File: src/rtl/uart_tx_pkg.sv
// Shared types and constants for the SRAM-to-UART transmit path.
// The checksum state exists only when UART_TX_CHECKSUM_EN is defined.
package uart_tx_pkg;

    typedef enum logic [2:0] {
        S_TX_IDLE,
        S_TX_READ,
        S_TX_WAIT_DATA,
        S_TX_SEND_HIGH,
        S_TX_SEND_LOW,
`ifdef UART_TX_CHECKSUM_EN
        S_TX_CHECKSUM,
`endif
        S_TX_DONE
    } uart_tx_state_type;

    typedef enum logic [1:0] {
        S_SER_IDLE,
        S_SER_START,
        S_SER_DATA,
        S_SER_STOP
    } uart_ser_state_type;

    localparam int unsigned UART_FRAME_BITS = 10;

endpackage

File: src/rtl/uart_tx_serializer.sv
// 8N1 byte serializer with a valid/ready handshake; ready is also raised in
// the final stop-bit cycle so consecutive frames follow with no idle gap.
module uart_tx_serializer
    import uart_tx_pkg::*;
#(
    parameter int unsigned CLKS_PER_BIT = 434
) (
    input  logic       clk,
    input  logic       rst_n,
    input  logic       byte_valid,
    input  logic [7:0] byte_data,
    output logic       byte_ready,
    output logic       tx
);

    localparam int unsigned CW = (CLKS_PER_BIT > 1) ? $clog2(CLKS_PER_BIT) : 1;
    localparam logic [2:0] LAST_DATA_BIT = 3'(UART_FRAME_BITS - 3);

    uart_ser_state_type state;
    logic [CW-1:0]      baud_cnt;
    logic [7:0]         shift;
    logic [2:0]         bit_cnt;
    logic               bit_end;
    logic               xfer;

    assign bit_end    = (baud_cnt == CW'(CLKS_PER_BIT - 1));
    assign byte_ready = (state == S_SER_IDLE) || ((state == S_SER_STOP) && bit_end);
    assign xfer       = byte_valid && byte_ready;

    always_ff @(posedge clk or negedge rst_n) begin
        if (!rst_n) begin
            state    <= S_SER_IDLE;
            baud_cnt <= '0;
            shift    <= '0;
            bit_cnt  <= '0;
            tx       <= 1'b1;
        end else begin
            case (state)
                S_SER_IDLE: begin
                    baud_cnt <= '0;
                    if (xfer) begin
                        shift <= byte_data;
                        tx    <= 1'b0;
                        state <= S_SER_START;
                    end
                end
                S_SER_START: begin
                    if (bit_end) begin
                        baud_cnt <= '0;
                        bit_cnt  <= '0;
                        tx       <= shift[0];
                        state    <= S_SER_DATA;
                    end else begin
                        baud_cnt <= baud_cnt + 1'b1;
                    end
                end
                S_SER_DATA: begin
                    if (bit_end) begin
                        baud_cnt <= '0;
                        if (bit_cnt == LAST_DATA_BIT) begin
                            tx    <= 1'b1;
                            state <= S_SER_STOP;
                        end else begin
                            bit_cnt <= bit_cnt + 1'b1;
                            tx      <= shift[1];
                            shift   <= {1'b0, shift[7:1]};
                        end
                    end else begin
                        baud_cnt <= baud_cnt + 1'b1;
                    end
                end
                S_SER_STOP: begin
                    if (bit_end) begin
                        baud_cnt <= '0;
                        if (xfer) begin
                            shift <= byte_data;
                            tx    <= 1'b0;
                            state <= S_SER_START;
                        end else begin
                            state <= S_SER_IDLE;
                        end
                    end else begin
                        baud_cnt <= baud_cnt + 1'b1;
                    end
                end
                default: state <= S_SER_IDLE;
            endcase
        end
    end

endmodule

File: src/rtl/uart_sram_tx_interface.sv
// Reads 16-bit SRAM words and sends each as two UART bytes, high byte first.
// Define UART_TX_CHECKSUM_EN to append an XOR checksum byte to each transfer.
module uart_sram_tx_interface
    import uart_tx_pkg::*;
#(
    parameter int unsigned CLKS_PER_BIT      = 434,
    parameter int unsigned SRAM_READ_LATENCY = 2
) (
    input  logic        Clock,
    input  logic        Resetn,
    input  logic        Start,
    input  logic [17:0] Start_address,
    input  logic [17:0] Word_count,
    output logic [17:0] SRAM_address,
    input  logic [15:0] SRAM_read_data,
    output logic        SRAM_we_n,
    output logic        UART_TX_O,
    output logic        Busy,
    output logic        Done
);

    localparam int unsigned LW = (SRAM_READ_LATENCY > 0) ? $clog2(SRAM_READ_LATENCY + 1) : 1;

    uart_tx_state_type state;
    logic [17:0]       addr;
    logic [17:0]       rem_count;
    logic [LW-1:0]     wait_cnt;
    logic [15:0]       word_buf;
    logic              byte_valid;
    logic [7:0]        byte_data;
    logic              byte_ready;
    logic              xfer;
`ifdef UART_TX_CHECKSUM_EN
    logic [7:0]        checksum;
`endif

    assign SRAM_we_n = 1'b1;
    assign xfer      = byte_valid && byte_ready;

    always_comb begin
        byte_valid = 1'b0;
        byte_data  = word_buf[15:8];
        case (state)
            S_TX_SEND_HIGH: byte_valid = 1'b1;
            S_TX_SEND_LOW: begin
                byte_valid = 1'b1;
                byte_data  = word_buf[7:0];
            end
`ifdef UART_TX_CHECKSUM_EN
            S_TX_CHECKSUM: begin
                byte_valid = 1'b1;
                byte_data  = checksum;
            end
`endif
            default: ;
        endcase
    end

    always_ff @(posedge Clock or negedge Resetn) begin
        if (!Resetn) begin
            state        <= S_TX_IDLE;
            addr         <= '0;
            rem_count    <= '0;
            wait_cnt     <= '0;
            word_buf     <= '0;
            SRAM_address <= '0;
            Busy         <= 1'b0;
            Done         <= 1'b0;
`ifdef UART_TX_CHECKSUM_EN
            checksum     <= '0;
`endif
        end else begin
            Done <= 1'b0;
            case (state)
                S_TX_IDLE: begin
                    if (Start) begin
                        addr      <= Start_address;
                        rem_count <= Word_count;
                        Busy      <= 1'b1;
`ifdef UART_TX_CHECKSUM_EN
                        checksum  <= '0;
                        state     <= (Word_count == '0) ? S_TX_CHECKSUM : S_TX_READ;
`else
                        state     <= (Word_count == '0) ? S_TX_DONE : S_TX_READ;
`endif
                    end
                end
                S_TX_READ: begin
                    SRAM_address <= addr;
                    wait_cnt     <= LW'(SRAM_READ_LATENCY);
                    state        <= S_TX_WAIT_DATA;
                end
                S_TX_WAIT_DATA: begin
                    if (wait_cnt == '0) begin
                        word_buf <= SRAM_read_data;
                        state    <= S_TX_SEND_HIGH;
                    end else begin
                        wait_cnt <= wait_cnt - 1'b1;
                    end
                end
                S_TX_SEND_HIGH: begin
                    if (xfer) begin
`ifdef UART_TX_CHECKSUM_EN
                        checksum <= checksum ^ byte_data;
`endif
                        state <= S_TX_SEND_LOW;
                    end
                end
                S_TX_SEND_LOW: begin
                    if (xfer) begin
                        rem_count <= rem_count - 1'b1;
                        addr      <= addr + 1'b1;
`ifdef UART_TX_CHECKSUM_EN
                        checksum  <= checksum ^ byte_data;
                        state     <= (rem_count == 18'd1) ? S_TX_CHECKSUM : S_TX_READ;
`else
                        state     <= (rem_count == 18'd1) ? S_TX_DONE : S_TX_READ;
`endif
                    end
                end
`ifdef UART_TX_CHECKSUM_EN
                S_TX_CHECKSUM: begin
                    if (xfer) state <= S_TX_DONE;
                end
`endif
                S_TX_DONE: begin
                    // ready here means idle or the last stop-bit cycle of the final frame
                    if (byte_ready) begin
                        Done  <= 1'b1;
                        Busy  <= 1'b0;
                        state <= S_TX_IDLE;
                    end
                end
                default: state <= S_TX_IDLE;
            endcase
        end
    end

    uart_tx_serializer #(
        .CLKS_PER_BIT(CLKS_PER_BIT)
    ) u_serializer (
        .clk       (Clock),
        .rst_n     (Resetn),
        .byte_valid(byte_valid),
        .byte_data (byte_data),
        .byte_ready(byte_ready),
        .tx        (UART_TX_O)
    );

endmodule

File: config.mk
export PLATFORM = sky130hd
export DESIGN_NAME = uart_sram_tx_interface
export DESIGN_NICKNAME = d
export VERILOG_FILES = /design/src/rtl/uart_tx_pkg.sv /design/src/rtl/uart_tx_serializer.sv /design/src/rtl/uart_sram_tx_interface.sv
export SDC_FILE = /design/constraint.sdc
export NUM_CORES = 1
export LEC_CHECK = 0
export ABC_AREA = 1
export CELL_PAD_IN_SITES_DETAIL_PLACEMENT = 1
export CELL_PAD_IN_SITES_GLOBAL_PLACEMENT = 1
export CORE_UTILIZATION = 36
export DETAILED_ROUTE_END_ITERATION = 7
export PLACE_DENSITY_LB_ADDON = 0.05
export SKIP_LAST_GASP = 1
export SLEW_MARGIN = 10
export SYNTH_ARGS = -nofsm -noshare
export SYNTH_HDL_FRONTEND = slang
export SYNTH_SLANG_ARGS = --single-unit
File: constraint.sdc
create_clock -name Clock -period 1.8 [get_ports Clock]
set_clock_uncertainty 0.05 [all_clocks]
set_input_delay 0.54 -clock Clock [delete_from_list [all_inputs] [get_ports Clock]]
set_output_delay 0.54 -clock Clock [all_outputs]
set_load 0.1 [all_outputs]
======== Word level (Yosys, flattened, before mapping) ========
Index checks and enable logic that the tools add are counted.
operators by class
  add/subtract/negate cells ............... 5
  eq/ne operators ......................... 23
  mux-type cells .......................... 47
  reductions and logical operators ........ 23
operator list
  kind                                                    number
  2-to-1 mux 18 bit                                       4
  case mux 18 bit (2 select lines)                        2
  2-to-1 mux 8 bit                                        5
  2-to-1 mux 3 bit                                        10
  case mux 8 bit (3 select lines)                         1
  adder 18 x 1 -> 18 bit (second input constant)          1
  == test 18 x 1 -> 1 bit (second input constant)         1
  logical NOT 18 bit                                      1
  case mux 3 bit (6 select lines)                         1
  case mux 9 bit (2 select lines)                         1
  subtractor 18 x 1 -> 18 bit (second input constant)     1
  inequality test 2 x 1 -> 1 bit (second input constant)  8
  2-to-1 mux 2 bit                                        6
  2-to-1 mux 1 bit                                        11
  AND reduction 5 bit                                     2
  adder 9 x 1 -> 9 bit (second input constant)            1
  == test 3 bit (second input constant)                   3
  == test 9 bit (second input constant)                   1
  2-to-1 mux 9 bit                                        1
  AND reduction 3 bit                                     3
  inequality test 2 bit (second input constant)           4
  case mux 2 bit (4 select lines)                         1
  AND reduction 4 bit                                     2
  nonzero test 2 bit                                      4
  18 further kinds                                        23
word-level totals
  register bits ........................... 100

======== Longest topological paths before layout ========
Gate-level depths: netlist (run 1).
  word-level depth ........................ 7
  depth in mapped cells ................... 11
  gate-level depth less buffers ........... 11

======== Modules after synthesis ========
Synthesis (run 1) repeated with hierarchy kept, for this count alone.
second synthesis, totals
  cells, all modules ...................... 756
  area, all modules ....................... 5764.3 um2
modules (own cells, without submodules)
  module                  instances  sequential area each (um2)  cells each  area an instance (um2)
  uart_sram_tx_interface  1          1926.8                      584         4406.7
  uart_tx_serializer      1          576.8                       172         1357.6

======== Least setup slack after synthesis (run 1) ========
No wires, ideal clock.
  kind .................................... reg2reg
  start point ............................. register u_serializer.state[0]
  end point ............................... register u_serializer.shift[0]
  period minus slack after synthesis ...... 1.745 ns
  arrival time ............................ 1.578 ns
  slack ................................... 0.055 ns
  cell stages (with the launch flop) ...... 8
  setup time .............................. 0.118 ns
  cells stage by stage .................... dfrtp_1 > inv_1 > ha_1 > or2_2 > a21oi_2 > nand2_4 > nand2_1 > nand2_1
between the ends
  longest elaborated chain between the ends .. 7
ends and longest elaborated chain
  what                             RTL line                                            RTL
  start, declared                  uart_tx_serializer.sv:19                            uart_ser_state_type state;
  start signal, assigned           uart_tx_serializer.sv:32                            state <= S_SER_IDLE;
  start signal, assigned           uart_tx_serializer.sv:44                            state <= S_SER_START;
  start signal, assigned           uart_tx_serializer.sv:52                            state <= S_SER_DATA;
  == test 2 bit                    uart_tx_serializer.sv:27, uart_tx_serializer.sv:38
  logical AND 1 bit                uart_tx_serializer.sv:27                            assign byte_ready = (state == S_SER_IDLE) || ((state == S_SER_STOP) && bit_end);
  logical OR 1 bit                 uart_tx_serializer.sv:27
  logical AND 1 bit                uart_tx_serializer.sv:28                            assign xfer = byte_valid && byte_ready;
  2-to-1 mux 8 bit (2 in series)   n/a
  case mux 8 bit (3 select lines)  uart_tx_serializer.sv:38                            case (state)
  end signal, assigned             uart_tx_serializer.sv:42                            shift <= byte_data;
  end signal, assigned             uart_tx_serializer.sv:66                            shift <= {1'b0, shift[7:1]};
  end signal, assigned             uart_tx_serializer.sv:76                            shift <= byte_data;
  end, declared                    uart_tx_serializer.sv:21                            logic [7:0] shift;
Parallel ways exist; a longest one is shown, timed or not. The select of a mux whose other input is x is not followed.
A chain may end at the register's enable or synchronous reset.

======== Final worst setup path (run 1) ========
  start point ............................. register u_serializer.state[0]
  end point ............................... register u_serializer.state[0]
between the ends
  longest elaborated chain between the ends .. 7
ends and longest elaborated chain
  what                             RTL line                                            RTL
  == test 2 bit                    uart_tx_serializer.sv:27, uart_tx_serializer.sv:38
  logical AND 1 bit                uart_tx_serializer.sv:27
  logical OR 1 bit                 uart_tx_serializer.sv:27
  logical AND 1 bit                uart_tx_serializer.sv:28
  2-to-1 mux 1 bit                 uart_tx_serializer.sv:75                            if (xfer) begin
  2-to-1 mux 2 bit                 uart_tx_serializer.sv:73                            if (bit_end) begin
  case mux 2 bit (4 select lines)  uart_tx_serializer.sv:38
Parallel ways exist; a longest one is shown, timed or not. The select of a mux whose other input is x is not followed.

==> flow_metrics.py, run 1 <==
metrics = {
    "run_status": {
        "status": "finished, final reports clean",
    },
    "clocking": {
        "cts_buffers": 9,
        "cts-htree-levels": 3,
        "cts-root-buf": "clkbuf_16",
        "cts.path.max_buffers": 2,
        "insertion_delay_ps": 360,
        "clk_pin_slew_worst_paths_ps": 60,
        "cts_tree": "done",
        "cts_sinks": 100,
    },
    "timing": {
        "finalCritPeriodShare_pct": 93.7,
        "period_needed_ps": 1690,
        "setup_viol": 0,
        "clock.fmax_ghz": 0.593,
        "layout_setup_ws_ps": 114,
        "max_slew_margin_pct": 65.5,
        "finalSetupTns_ps": 0,
        "tightestPinTransition_ps": 516,
        "drv_slew": 0,
        "rsz0062_at_grt": "true",
        "hold_viol": 0,
    },
    "hold_path": {
        "hold_path_class": "in -> async",
    },
    "detailed_routing": {
        "vias": 5400,
        "drc": 0,
        "wire_per_inst_um": 15.2,
        "finalWirelength_um": 16400,
        "viasPerCell": 4.98,
        "dr.first_iter.drc_count": 213,
        "drt_pass1_iterations": 6,
        "antenna_left": 0,
    },
    "logic_synthesis": {
        "synth.area.top_cells": "dfrtp_1 (44%), nand2_1 (16%), nand3_1 (8.3%)",
        "synth_mux_area_share_pct": 2.78,
        "synth-seq-cells": 100,
        "synth_cell_types": 35,
        "synth-adder-area-share_pct": 2.86,
        "syn_area_um2": 5680,
        "dominantRegCellSynth": "dfrtp_1",
        "yosys.area_share.simple_pct": 34.8,
        "synth-compound-area-share_pct": 7.64,
        "yosys.cell_count.top_type": "nand2_1",
        "async_flop_share_pct": 100,
        "synth_top_area_share_pct": 43.6,
        "yosysWarnings": 0,
        "synth_top_family_by_area": "simple AND/OR/NAND/NOR gates",
        "synth-xor-area-share_pct": 1.23,
        "syn-num-nets": 838,
        "synth-seq-area-share_pct": 44.1,
        "synth_edf_count": 0,
        "synth_commonest_cells": "nand2_1 (246), dfrtp_1 (99), nand3_1 (94)",
        "syn_inst": 770,
        "syn_avg_cell_area_um2": 7.38,
        "synth_top_area_cell": "dfrtp_1",
    },
    "grt": {
        "busiest_layer": "met2",
        "grt_first_pass_wirelength_um": 27700,
        "grt-ovfl-total": 0,
        "antenna_found_initial": 0,
        "use_met1_pct": 27.8,
        "grt_pass1_vias": 5691,
        "grt_max_degree": 37,
        "grt_util_all_layers_pct": 21.7,
        "use_met2_pct": 37.4,
        "met3_usage_pct": 2.68,
    },
    "setup_path": {
        "r2r_start": "u_serializer.state[0]",
        "critPathKind": "reg -> reg",
        "arrival_ps": 1870,
        "crit_required_ps": 1980,
        "critPathTopFamily": "simple AND/OR/NAND/NOR gates",
        "cp-end-kind": "flip-flop",
        "critPathBufInv": 3,
        "ff2ff_setup_slack_ps": 110,
        "reg2reg_to": "u_serializer.state[0]",
        "cp-start-kind": "flip-flop",
        "critPathMaxStageDelay_ps": 410,
        "cp_slowest_cell": "dfrtp_1",
        "crit_fanout": 7,
        "rr_worst_depth": 9,
        "cp_cell_sequence": "inv_2, ha_2, buf_4, inv_1, or2_2, nand2_2, nor2_4, o21ai_0, nand2_1",
    },
    "power": {
        "power_leakage_uw": 0.00360,
        "power.share.clock_pct": 42.9,
        "power.switching_uw": 965,
        "peakVddDrop_v": 0.000527,
        "combPwrFrac_pct": 5.5,
        "p_int_uw": 3480,
        "switching_share_pct": 21.7,
        "pwr_density_cell_nw_per_um2": 590,
        "pwr-share-seq_pct": 51.5,
    },
    "floorplan": {
        "top_level_ports": 77,
        "die_h_um": 128,
        "die_area_um2": 16300,
        "start_util_pct": 37.1,
        "coreArea_um2": 15300,
        "die_w_um": 128,
        "rows": 45,
    },
    "finish": {
        "multi_input_area_um2": 2890,
        "regArea_um2": 2500,
        "antenna_cells": 0,
        "final_nets": 938,
        "final.fill_count": 1918,
        "postLayoutCellArea_um2": 7530,
        "drive_above_1_share_pct": 13.7,
        "syn2layout_area_growth_pct": 32.6,
    },
    "placement": {
        "place.gp.congestion": 0.810,
        "place_ws_ps": -88.2,
        "dpl-instance-area_um2": 7090,
        "numPortBuffers": 75,
        "post-dp-hpwl_um": 12400,
    },
    "job": {
        "drv_cap": 0,
    },
}
-- metal layers --
metal | vias up | routed length [um]
met5 | - | 0
met2 | 88 | 8030
met3 | 20 | 498
li1 | 2693 | -
met4 | 0 | 336
met1 | 2599 | 7570
-- metrics by stage --
stage | util, % | cells | power [uW] | hold slack (ps)
2_1_floorplan | - | 770 | 2380 | 194
3_3_place_gp | 46.3 | 1067 | 2580 | 406
3_5_place_dp | 46.3 | 1067 | 2590 | 416
4_1_cts | 48.2 | 1081 | 4490 | 51.1
5_1_grt | 49.2 | 1084 | 4620 | 57.9
6_report | 49.2 | 1084 | 4450 | 50.0
-- cell usage in the layout (no fill, tap or decap), types with 2 or more instances in the layout --
cell / Yosys / final
nand2_1: 246 / 241
nor3_1: 4 / 4
buf_12: 0 / 26
mux2_1: 6 / 6
nor2_1: 86 / 80
ha_1: 13 / 12
buf_4: 7 / 28
nor2_2: 0 / 3
a21oi_1: 7 / 7
xnor2_1: 2 / 2
or2_2: 10 / 10
o211ai_1: 2 / 2
inv_1: 60 / 57
o21ai_0: 60 / 60
nand2_2: 6 / 8
buf_6: 1 / 2
clkbuf_16: 0 / 11
dfrtp_1: 99 / 99
nor2_4: 0 / 3
xor2_1: 6 / 6
buf_8: 0 / 2
mux2_2: 8 / 8
nand2_4: 1 / 3
and2_1: 2 / 2
nand3b_1: 3 / 3
a31oi_1: 8 / 8
nand3_1: 94 / 93
clkdlybuf4s50_1: 0 / 53
nand4_1: 10 / 10
inv_2: 3 / 6
clkbuf_1: 8 / 3
-- layout make-up --
| type | instances | share of cell area, % |
|---|---|---|
| Clock inverter | 2 | 0.498 |
| Inverter | 63 | 3.14 |
| Sequential cell | 100 | 33.2 |
| Tap cell | 211 | 3.50 |
| Timing Repair Buffer | 113 | 18.1 |
| Clock buffer | 12 | 3.14 |
| Multi-Input combinational cell | 583 | 38.4 |
-- cells by family after synthesis --
family / after synthesis
AND/OR/NAND/NOR: 465
flip-flops: 100
multiplexers: 14
buffers and inverters: 87
AO/OA/AOI/OAI: 82
other: 1
XOR/XNOR: 8
adder cells (fa/ha/maj): 13
-- registers in the layout, indices dropped and copies added, names as in the netlist --
name	cells
addr	18
Busy	1
wait_cnt	2
state	3
SRAM_address	18
word_buf	16
u_serializer.bit_cnt	3
Done	1
u_serializer.baud_cnt	9
u_serializer.state	2
u_serializer.tx	1
rem_count	18
u_serializer.shift	8
-- worst register-to-register path, cell delays in order (launching register included) --
cell and delay, ps:
dfrtp_1 410, inv_2 90, ha_2 180, buf_4 150, inv_1 60, or2_2 310
nand2_2 100, nor2_4 40, o21ai_0 90, nand2_1 90
-- how the worst max path moves through the flow --
| stage | slack (ps) | start | to | cells past startpoint |
|---|---|---|---|---|
| CTS | 10 | u_serializer.baud_cnt[1] | addr[2] | 11 |
| finish | 110 | u_serializer.state[0] | u_serializer.state[0] | 9 |
| detailed placement | -90 | Start | rem_count[13] | 6 |
| global route | -20 | u_serializer.baud_cnt[1] | u_serializer.bit_cnt[0] | 8 |
| floorplan | 50 | u_serializer.state[0] | u_serializer.shift[0] | 7 |
| global placement | -60 | Start | addr[17] | 6 |
-- power by group through the flow --
| stage | combinational (uW) | sequential, uW | clock, uW |
|---|---|---|---|
| after global routing | 273 | 2290 | 2050 |
| after floorplan | 54.2 | 2330 | 0 |
| after global placement | 246 | 2330 | 0 |
| after CTS | 253 | 2290 | 1950 |
| after detailed placement | 253 | 2340 | 0 |
| final | 247 | 2290 | 1910 |
-- timing repair --
item | in CTS | in global routing
endpoints found under the setup margin | 25 | 49
gates resized for setup | 4 | 27
hold buffers | 0 | 0
pin swaps | 0 | 3
buffers inserted | 0 | 1
gates cloned | 0 | 2
Note: power is estimated with default switching activity, not from simulation.
==> run 2: changes to the inputs <==
--- a/config.mk
+++ b/config.mk
@@ -10,6 +10,7 @@
 export CELL_PAD_IN_SITES_GLOBAL_PLACEMENT = 1
 export CORE_UTILIZATION = 36
 export DETAILED_ROUTE_END_ITERATION = 7
+export HOLD_SLACK_MARGIN = 0.1
 export PLACE_DENSITY_LB_ADDON = 0.05
 export SKIP_LAST_GASP = 1
 export SLEW_MARGIN = 10
==> run 2 against run 1 <==
Against the previous run: flip-flop and latch count is the same; worst setup slack got worse by 1.5 ps; via count barely moved; final area rose by 0.13%; global-route usage hardly changed; hold slack better by 370 ps; die area did not move; cell count hardly changed; sequential power barely moved; core utilization up 0.065 points; non-clock buffer count grew 1; largest cell class unchanged.
==> flow_metrics.py, run 2 (synthesis gave the netlist of run 1 again) <==
metrics = {
    "detailed_routing": {
        "wire_per_inst_um": 15.2,
        "finalWirelength_um": 16400,
        "antenna_left": 0,
        "dr.first_iter.drc_count": 200,
        "drt_pass1_iterations": 4,
        "viasPerCell": 4.98,
        "vias": 5399,
        "drc": 0,
    },
    "grt": {
        "grt_util_all_layers_pct": 21.7,
        "grt_pass1_vias": 5691,
        "antenna_found_initial": 0,
        "grt_max_degree": 37,
        "grt_first_pass_wirelength_um": 27700,
        "grt-ovfl-total": 0,
    },
    "floorplan": {
        "start_util_pct": 37.1,
        "die_area_um2": 16300,
        "die_h_um": 128,
        "die_w_um": 128,
        "top_level_ports": 77,
        "coreArea_um2": 15300,
        "rows": 45,
    },
    "placement": {
        "post-dp-hpwl_um": 12400,
        "place.gp.congestion": 0.810,
        "place_ws_ps": -88.2,
        "dpl-instance-area_um2": 7090,
        "numPortBuffers": 75,
    },
    "timing": {
        "layout_setup_ws_ps": 113,
        "tightestPinTransition_ps": 523,
        "clock.fmax_ghz": 0.593,
        "period_needed_ps": 1690,
        "rsz0062_at_grt": "true",
        "hold_viol": 0,
        "finalSetupTns_ps": 0,
        "max_slew_margin_pct": 65.1,
        "finalCritPeriodShare_pct": 93.7,
        "setup_viol": 0,
        "drv_slew": 0,
    },
    "setup_path": {
        "critPathKind": "reg -> reg",
        "cp-end-kind": "flip-flop",
        "arrival_ps": 1870,
        "crit_required_ps": 1980,
        "critPathBufInv": 3,
        "critPathMaxStageDelay_ps": 410,
        "cp-start-kind": "flip-flop",
        "crit_fanout": 7,
        "cp_cell_sequence": "inv_2, ha_2, buf_4, inv_1, or2_2, nand2_2, nor2_4, o21ai_0, nand2_1",
        "cp_slowest_cell": "dfrtp_1",
        "critPathTopFamily": "simple AND/OR/NAND/NOR gates",
    },
    "clocking": {
        "cts.path.max_buffers": 2,
        "cts_buffers": 9,
        "cts_tree": "done",
        "cts_sinks": 100,
        "clk_pin_slew_worst_paths_ps": 60,
        "cts-htree-levels": 3,
        "cts-root-buf": "clkbuf_16",
        "insertion_delay_ps": 360,
    },
    "finish": {
        "layout_common_cells": "nand2_1 (241), dfrtp_1 (99), nand3_1 (93), nor2_1 (80), o21ai_0 (60)",
        "final_nets": 939,
        "syn2layout_area_growth_pct": 32.8,
        "antenna_cells": 0,
        "final_common_cell": "nand2_1",
        "postLayoutCellArea_um2": 7540,
        "drive_above_1_share_pct": 13.7,
        "final.fill_count": 1916,
        "reg.largest.list": "SRAM_address: 18 flops, addr: 18 flops, rem_count: 18 flops",
    },
    "power": {
        "peakVddDrop_v": 0.000527,
        "pwr_density_cell_nw_per_um2": 590,
        "power_leakage_uw": 0.00360,
        "power_uw": 4450,
    },
    "run_status": {
        "status": "finished, final reports clean",
    },
    "hold_path": {
        "hold_path_class": "reg -> reg",
    },
    "job": {
        "drv_cap": 0,
    },
}
## run 2: changes by cell type in the layout (fill, tap and decap cells not counted), sizes merged
| cell | delta |
|---|---|
| dlygate4sd3 | +1 |
## run 2: routing by layer
metal	up-vias	track usage, %	share of wire (%)
met3	20	2.68	3.0
met4	0	8.37	2.0
met1	2595	27.8	46
met2	89	37.4	49
met5	-	0	0
li1	2695	-	-
## run 2: area by class of cell
class	count	area [um^2]	share of cell area, %
repair buffers	114	1370	18.2
well taps	211	264	3.50
inverters	63	236	3.13
multi-input cells	583	2890	38.3
clock inverters	2	37.5	0.498
clock buffers	12	236	3.13
flip-flops and latches	100	2500	33.2
## run 2: final timing paths
| check | slack, ps | end | start | cells after the start |
|---|---|---|---|---|
| min in group asynchronous | 600 | SRAM_address[14] | Resetn | 2 |
| worst max register to register | 110 | u_serializer.state[0] | u_serializer.state[0] | 9 |
| max in group asynchronous | 560 | u_serializer.tx | Resetn | 3 |
| worst min register to register | 420 | u_serializer.shift[4] | u_serializer.shift[4] | 2 |
| worst max-delay path | 110 | u_serializer.state[0] | u_serializer.state[0] | 9 |
| worst min-delay path | 420 | u_serializer.shift[4] | u_serializer.shift[4] | 2 |
## run 2: what timing repair did
item	in CTS	in global routing
hold buffers	1	0
pin swaps	0	3
resized for setup	4	27
hold endpoints to repair	17	0
setup buffers	0	1
endpoints found under the setup margin	25	49
cloned	0	2
## run 2: power by group
part           leakage [uW]  internal, uW  total (uW)  switching (uW)
clock network      0.000129          1070        1910             843
logic               0.00228           143         249             106
registers           0.00119          2280        2290            16.2
total               0.00360          3480        4450             965
## run 2: worst reg2reg max path, stage by stage, from the launching register on
cell and delay [ps]:
dfrtp_1 410, inv_2 90, ha_2 180, buf_4 150
inv_1 60, or2_2 310, nand2_2 100, nor2_4 40
o21ai_0 90, nand2_1 90
## run 2: metrics by stage
stage	instances	hold slack, ps	util, %
after floorplan	770	194	-
after global placement	1067	406	46.3
after detailed placement	1067	416	46.3
after CTS	1082	431	48.3
after global routing	1085	453	49.3
final	1085	425	49.3
==> run 3: changes to the inputs <==
--- a/config.mk
+++ b/config.mk
@@ -8,12 +8,13 @@
 export ABC_AREA = 1
 export CELL_PAD_IN_SITES_DETAIL_PLACEMENT = 1
 export CELL_PAD_IN_SITES_GLOBAL_PLACEMENT = 1
-export CORE_UTILIZATION = 36
+export CORE_UTILIZATION = 38
+export CTS_BUF_LIST = sky130_fd_sc_hd__clkbuf_4 sky130_fd_sc_hd__clkbuf_8
 export DETAILED_ROUTE_END_ITERATION = 7
 export HOLD_SLACK_MARGIN = 0.1
 export PLACE_DENSITY_LB_ADDON = 0.05
 export SKIP_LAST_GASP = 1
-export SLEW_MARGIN = 10
+export SLEW_MARGIN = 20
 export SYNTH_ARGS = -nofsm -noshare
 export SYNTH_HDL_FRONTEND = slang
 export SYNTH_SLANG_ARGS = --single-unit
==> run 3 against run 2 <==
Against the previous run: routed wire length shrank 0.70%; critical path depth decreased by 3; clock-buffer cell count unchanged; flip-flop and latch count did not move; critical endpoint is now u_serializer.shift[7].
==> flow_metrics.py, run 3 (synthesis gave the netlist of run 1 again) <==
metrics = {
    "run_status": {
        "status": "finished, final reports clean",
    },
    "setup_path": {
        "cp-start-kind": "flip-flop",
        "arrival_ps": 2000,
        "ff2ff_setup_slack_ps": 70,
        "cp-end-kind": "flip-flop",
        "crit_required_ps": 2070,
        "critPathKind": "reg -> reg",
        "crit_fanout": 8,
    },
    "detailed_routing": {
        "antenna_left": 0,
        "vias": 5439,
        "finalWirelength_um": 16300,
        "viasPerCell": 5.16,
        "drt_pass1_iterations": 4,
        "drc": 0,
        "dr.first_iter.drc_count": 218,
        "wire_per_inst_um": 15.5,
    },
    "timing": {
        "tightestPinTransition_ps": 533,
        "period_needed_ps": 1730,
        "clock.fmax_ghz": 0.578,
        "drv_slew": 0,
        "setup_viol": 0,
        "finalCritPeriodShare_pct": 96.1,
        "max_slew_margin_pct": 64.4,
        "rsz0062_at_grt": "true",
        "hold_viol": 0,
    },
    "finish": {
        "layout_common_cells": "nand2_1 (243), dfrtp_1 (97), nand3_1 (93), nor2_1 (79), o21ai_0 (60)",
        "drive_above_1_share_pct": 13.8,
        "syn2layout_area_growth_pct": 30.6,
        "regArea_um2": 2510,
        "final_cell_count_no_fill": 1055,
        "postLayoutCellArea_um2": 7420,
        "multi_input_area_um2": 2880,
        "final_common_cell": "nand2_1",
        "antenna_cells": 0,
        "reg.largest.list": "SRAM_address: 18 flops, addr: 18 flops, rem_count: 18 flops",
        "final.fill_count": 1825,
        "final_nets": 934,
    },
    "power": {
        "power_uw": 3970,
        "peakVddDrop_v": 0.000325,
        "power_leakage_uw": 0.00355,
        "pwr_density_cell_nw_per_um2": 535,
    },
    "floorplan": {
        "die_w_um": 124,
        "coreArea_um2": 14500,
        "die_h_um": 124,
        "rows": 44,
        "top_level_ports": 77,
        "die_area_um2": 15400,
        "start_util_pct": 39.1,
    },
    "placement": {
        "post-dp-hpwl_um": 12000,
        "numPortBuffers": 75,
        "dp_cells": 1032,
        "place.gp.congestion": 0.841,
        "dpl-instance-area_um2": 7030,
    },
    "grt": {
        "antenna_found_initial": 0,
        "grt_util_all_layers_pct": 21.9,
        "grt_pass1_vias": 5673,
        "grt_max_degree": 37,
        "grt_first_pass_wirelength_um": 27500,
        "grt-ovfl-total": 0,
    },
    "clocking": {
        "insertion_delay_ps": 400,
        "cts_tree": "done",
        "cts-root-buf": "clkbuf_8",
        "cts.path.max_buffers": 2,
        "cts_buffers": 9,
        "cts_sinks": 100,
        "cts-htree-levels": 3,
        "clk_pin_slew_worst_paths_ps": 100,
    },
    "hold_path": {
        "hold_path_class": "reg -> reg",
    },
    "job": {
        "drv_cap": 0,
    },
}
run 3: changes by cell type in the layout (fill, tap and decap cells not counted), moves of 3 or more:
cell       before  now
clkbuf_16      11    2
clkbuf_1        3    0
clkbuf_8        0   10
nand2_2         8    5
buf_4          28   21
run 3: layout make-up:
| class | count | area share [%] |
|---|---|---|
| multi-input combinational | 583 | 38.8 |
| sequential | 100 | 33.8 |
| timing repair buffer | 109 | 18.6 |
| inverter | 63 | 3.19 |
| tap | 184 | 3.10 |
| clock buffer | 12 | 2.06 |
| clock inverter | 4 | 0.455 |
run 3: critical path: stages, from the launching register on:
cell and delay (ps):
dfrtp_1 420, ha_1 260, or2_2 340, a21oi_2 230
buf_4 200, nand3_1 100, nand2_1 90
run 3: final timing paths:
path | startpoint | cells past startpoint | endpoint
setup / recovery | u_serializer.state[0] | 6 | u_serializer.shift[7]
hold / removal | u_serializer.shift[2] | 2 | u_serializer.shift[2]
setup reg to reg | u_serializer.state[0] | 6 | u_serializer.shift[7]
hold reg to reg | u_serializer.shift[2] | 2 | u_serializer.shift[2]
max in group asynchronous | Resetn | 3 | u_serializer.tx
min in group asynchronous | Resetn | 2 | SRAM_address[14]
run 3: power by group:
group / internal [uW] / switching (uW) / leakage, uW
combinational: 140 / 103 / 0.00227
clock: 584 / 849 / 0.0000940
sequential: 2270 / 16.2 / 0.00119
run 3: per-layer routing:
layer	vias up	global-route usage [%]	wire, um
li1	2681	-	-
met1	2652	27.6	7520
met2	87	38.6	8110
met3	19	3.01	429
met4	0	6.80	273
met5	-	0	0
run 3: through the flow:
stage | hold WS (ps) | setup TNS, ps | setup WS [ps] | utilization [%]
after floorplan | 194 | 0 | 54.6 | -
after global placement | 388 | -457 | -52.1 | 48.3
after detailed placement | 390 | -947 | -74.1 | 48.3
after CTS | 441 | 0 | 10.5 | 50.0
after global routing | 465 | -198 | -82.6 | 51.0
final | 437 | 0 | 70.1 | 51.0
run 3: repair_timing:
item / in CTS / in global routing
endpoints found under the setup margin: 26 / 45
gates resized for setup: 5 / 25
hold buffers: 1 / 0
pin swaps: 1 / 3
setup buffers: 1 / 2
cloned: 1 / 2
hold endpoints to repair: 11 / 0
